## config.mk

```make
export PLATFORM = sky130hd
export DESIGN_NAME = cache_inval_ctrl
export DESIGN_NICKNAME = d
export VERILOG_FILES = /design/src/rtl/cache_inval_ctrl.sv
export SDC_FILE = /design/constraint.sdc
export NUM_CORES = 1
export LEC_CHECK = 0
export CELL_PAD_IN_SITES_DETAIL_PLACEMENT = 0
export CELL_PAD_IN_SITES_GLOBAL_PLACEMENT = 1
export CORE_MARGIN = 3
export CORE_UTILIZATION = 37
export CTS_CLUSTER_DIAMETER = 150
export DETAILED_ROUTE_END_ITERATION = 7
export GPL_TIMING_DRIVEN = 1
export HOLD_SLACK_MARGIN = 0.02
export PLACE_DENSITY_LB_ADDON = 0.1
export SLEW_MARGIN = 20
export SYNTH_ARGS = -nofsm -noshare
export SYNTH_HDL_FRONTEND = slang
export SYNTH_SLANG_ARGS = --single-unit
export TNS_END_PERCENT = 10
```

## constraint.sdc

```tcl
create_clock -name i_hclk -period 3.9 [get_ports i_hclk]
set_clock_uncertainty 0.15 [all_clocks]
set_input_delay 0.78 -clock i_hclk [delete_from_list [all_inputs] [get_ports i_hclk]]
set_output_delay 0.78 -clock i_hclk [all_outputs]
set_load 0.005 [all_outputs]
```

## src/rtl/cache_inval_ctrl.sv

```systemverilog
// cache_inval_ctrl: cache maintenance sequencer that stalls the cache,
// waits for it to drain, then clears tag-RAM valid bits (one line or all).
//
// Ports:
//   i_hclk        clock, all state on the rising edge
//   i_hreset      asynchronous active-high reset
//   i_start       single-cycle command strobe
//   i_mode        0 = invalidate all lines, 1 = invalidate one line
//   i_index       line index for single mode, sampled with i_start
//   i_cache_idle  cache has no fill / AHB transfer outstanding
//   i_tag_gnt     tag RAM accepts the write presented this cycle
//   o_cache_hold  holds the cache slave off new transfers
//   o_tag_we      tag-RAM valid-clear write request
//   o_tag_idx     line index being cleared
//   o_busy        command in progress (drain or clear)
//   o_done        one-cycle completion pulse
//   o_overrun     sticky: i_start seen while a command was in flight
module cache_inval_ctrl #(
    parameter int LINES = 256,
    parameter int IDX_W = $clog2(LINES)
) (
    input  logic             i_hclk,
    input  logic             i_hreset,
    input  logic             i_start,
    input  logic             i_mode,
    input  logic [IDX_W-1:0] i_index,
    input  logic             i_cache_idle,
    input  logic             i_tag_gnt,
    output logic             o_cache_hold,
    output logic             o_tag_we,
    output logic [IDX_W-1:0] o_tag_idx,
    output logic             o_busy,
    output logic             o_done,
    output logic             o_overrun
);

    typedef enum logic [1:0] {
        IDLE  = 2'd0,
        DRAIN = 2'd1,
        CLEAR = 2'd2,
        DONE  = 2'd3
    } state_t;

    localparam logic [IDX_W-1:0] LAST = IDX_W'(LINES - 1);

    state_t           state;
    logic             single;
    logic [IDX_W-1:0] cnt;

    // The counter register drives the index directly, so the index is
    // glitch-free and only moves when a write has been accepted.
    assign o_tag_idx = cnt;

    // Every output flop is loaded with the value belonging to the state
    // being entered, so outputs line up with the state register exactly.
    always_ff @(posedge i_hclk or posedge i_hreset) begin
        if (i_hreset) begin
            state        <= IDLE;
            single       <= 1'b0;
            cnt          <= '0;
            o_cache_hold <= 1'b0;
            o_tag_we     <= 1'b0;
            o_busy       <= 1'b0;
            o_done       <= 1'b0;
            o_overrun    <= 1'b0;
        end else begin
            case (state)
                IDLE: begin
                    o_done <= 1'b0;
                    if (i_start) begin
                        single       <= i_mode;
                        cnt          <= i_mode ? i_index : '0;
                        o_overrun    <= 1'b0;
                        o_cache_hold <= 1'b1;
                        o_busy       <= 1'b1;
                        state        <= DRAIN;
                    end
                end
                DRAIN: begin
                    if (i_start) begin
                        o_overrun <= 1'b1;
                    end
                    if (i_cache_idle) begin
                        o_tag_we <= 1'b1;
                        state    <= CLEAR;
                    end
                end
                CLEAR: begin
                    if (i_start) begin
                        o_overrun <= 1'b1;
                    end
                    if (i_tag_gnt) begin
                        // Counter stops at the last line; it never wraps.
                        if (single || cnt == LAST) begin
                            o_tag_we     <= 1'b0;
                            o_cache_hold <= 1'b0;
                            o_busy       <= 1'b0;
                            o_done       <= 1'b1;
                            state        <= DONE;
                        end else begin
                            cnt <= cnt + IDX_W'(1);
                        end
                    end
                end
                DONE: begin
                    if (i_start) begin
                        o_overrun <= 1'b1;
                    end
                    o_done <= 1'b0;
                    state  <= IDLE;
                end
                default: begin
                    o_cache_hold <= 1'b0;
                    o_tag_we     <= 1'b0;
                    o_busy       <= 1'b0;
                    o_done       <= 1'b0;
                    state        <= IDLE;
                end
            endcase
        end
    end

endmodule
```

==> flow_summary.toml <==
[status]
status = "completed"

[clock_network]
clock_sinks = 15
tritoncts = "yes"
htree_levels = 1
cts.path.max_buffers = 2
cts_resized = 0
numCtsBuffers = 3
cts_hold_buf = 0
cts_setup_buffers = 0
clockRootBuffer = "clkbuf_4"
clk_latency_ns = 0.28
cts.clk_slew.worst_paths_ns = 0.10

[worst_setup_path]
critPathLaunchType = "flop"
crit_arrival_ns = 2.70
crit_path_max_fanout = 26
crit_type = "reg -> reg"
cp-end-kind = "flop"
ff2ff_path_depth = 6
reg2reg_to = "o_tag_idx[7]$_DFFE_PP0P_"
rrSetupSlack_ns = 1.21
crit_required_ns = 3.91
reg2reg_from = "state[0]$_DFFE_PP0P_"

[global_route]
met1_usage_pct = 19.86
grt-ovfl-total = 0
busiest_layer = "met2"
met3_usage_pct = 2.989
first_global_vias = 859
grt_max_degree = 27
antenna_found_initial = 0
grt_usage_pct = 15.36
grt_pass1_wl_um = 3912
use_met2_pct = 25.54

[placed_design]
placedInstanceArea_um2 = 1194
gp_congestion = 0.8095
io_buffers = 26
place_ws_ns = 1.232
post-dp-hpwl_um = 1597

[floorplan]
ioPinCount = 27
die_h_um = 56.26
core_area_um2 = 2297
start_util_pct = 40.69
die_w_um = 56.26
dieArea_um2 = 3165
placementRows = 17

[detailed_routing]
vias_per_cell = 5.580
drtPass1Iterations = 4
wl_um = 2236
antenna_left = 0
drc = 0
drt_iter0_drc = 14
dr_total_vias = 837
wire_per_inst_um = 14.91

[sta]
period_needed_ns = 2.693
fin_ws_ns = 1.207
worst_pin_slew_ns = 0.8749
fmax_mhz = 371.3
finalHoldViolations = 0
rsz0062_at_grt = "no"
fin_crit_sh_pct = 69.05
max-slew-margin-rel_pct = 41.67
maxSlewViolCount = 0
setup_viol = 0
tns_ns = 0

[final_layout]
multi_input_area_um2 = 496.7
area_delta_synth_final_pct = 30.66
layout.nets = 141
fillers = 224
post-route-util_pct = 53.16
layout-drive-gt1-share_pct = 9.016
postLayoutCellArea_um2 = 1221
insertedDiodeCount = 0
final_common_cell = "clkdlybuf4s50_1"
final_cell_mix = "clkdlybuf4s50_1 (26), dfrtp_1 (15), a21oi_1 (11)"
seqCellArea_um2 = 375.4

[yosys]
ys_ff_latch = 15
synth.distinct_cells = 34
syn-cell-area_um2 = 934.6
muxShareOfSynthArea_pct = 3.481
synth_top_area_share_pct = 40.16
synth_top_family_by_area = "compound AO/OA/AOI/OAI gates"
synthAdderAreaFrac_pct = 5.355
yosysTopAreaCell = "dfrtp_1"
synth_fp_nets = 116
synthSimpleGateAreaFrac_pct = 16.60
yosysSeqAreaShare_pct = 40.16
synth-xor-area-share_pct = 0
syn_inst = 98
synth.area.top_cells = "dfrtp_1 (40%), a21oi_1 (5.9%), ha_1 (5.4%)"
synth_compound_area_share_pct = 27.71
yosysWarnings = 0
avgSynthCellArea_um2 = 9.537

[power]
vdd_drop_max_uv = 465.6
p_leak_uw = 0.0005059
power_density_nw_per_um2 = 840.2

[worst_hold_path]
holdPathEnd = "o_done$_DFFE_PP0P_"
hp-class = "reg -> reg"
holdCritStartpoint = "o_done$_DFFE_PP0P_"
min_path_cells = 1

[run]
maxCapViolCount = 0
## logic make-up after synthesis
logic type	after synthesis
AO/OA/AOI/OAI	37
adder cells (fa/ha/maj)	4
buffers and inverters	13
flip-flops	15
multiplexers	3
AND/OR/NAND/NOR	26
## critical path: stages, from the launching register on
cell	delay [ns]
dfrtp_1	0.41
inv_1	0.08
ha_1	0.73
nor2_1	0.19
a211oi_4	0.46
and2_1	0.40
a21oi_1	0.13
## cell type report
class / instances / area share (%)
clock buffers: 3 / 1.844
clock inverters: 1 / 0.4098
inverters: 7 / 2.152
multi-input cells: 70 / 40.68
flip-flops and latches: 15 / 30.74
well taps: 28 / 2.869
repair buffers: 26 / 21.31
## power by group
group	internal, uW	total [uW]	switching, uW
Clock	38.1	91.7	53.7
Sequential	240	323	83.4
Combinational	315	611	296
## cell usage after synthesis, drive strengths merged
master	count
nand2b	2
mux2i	1
a31o	1
nand3b	1
inv	7
nand4	3
nand2	9
a21oi	11
a22oi	2
dfrtp	15
nor2	1
o22a	1
o211ai	1
a211oi	1
o32a	1
nor2b	4
o31ai	3
o21ai	8
ha	4
clkbuf	2
nand3	2
or2	1
a21o	1
nand4b	1
a31oi	6
buf	4
mux2	2
and2	1
o311a	1
nor3	1
## metal layers
layer  vias up  share of wire, %  wire length, um
li1        403                 -                -
met5         -                 0                0
met2        24                49             1100
met3         2               5.4              121
met1       408                45             1001
met4         0              0.58               13
## per-stage QoR
stage | instances | total power (uW) | hold WS, ns
2_1_floorplan | 98 | 730.8 | 0.3343
3_3_place_gp | 146 | 933.8 | 0.3200
3_5_place_dp | 146 | 938.8 | 0.3406
4_1_cts | 150 | 1036 | 0.3634
5_1_grt | 150 | 1129 | 0.4129
6_report | 150 | 1026 | 0.3617
## worst max path at each step
stage                                   startpoint                  endpoint  cells after the start
after floorplan           o_tag_idx[0]$_DFFE_PP0P_      state[1]$_DFFE_PP0P_                      5
after global placement        state[0]$_DFFE_PP0P_  o_tag_idx[6]$_DFFE_PP0P_                      6
after detailed placement      state[0]$_DFFE_PP0P_  o_tag_idx[7]$_DFFE_PP0P_                      6
after CTS                     state[0]$_DFFE_PP0P_  o_tag_idx[7]$_DFFE_PP0P_                      6
after global routing          state[0]$_DFFE_PP0P_  o_tag_idx[3]$_DFFE_PP0P_                      6
final                         state[0]$_DFFE_PP0P_  o_tag_idx[7]$_DFFE_PP0P_                      6
## sequential cells by signal (all words and copies together) (netlist names)
register   count
o_tag_idx      8
state          2
o_busy         1
o_done         1
o_overrun      1
o_tag_we       1
single         1
(Power assumes the default switching activity.)
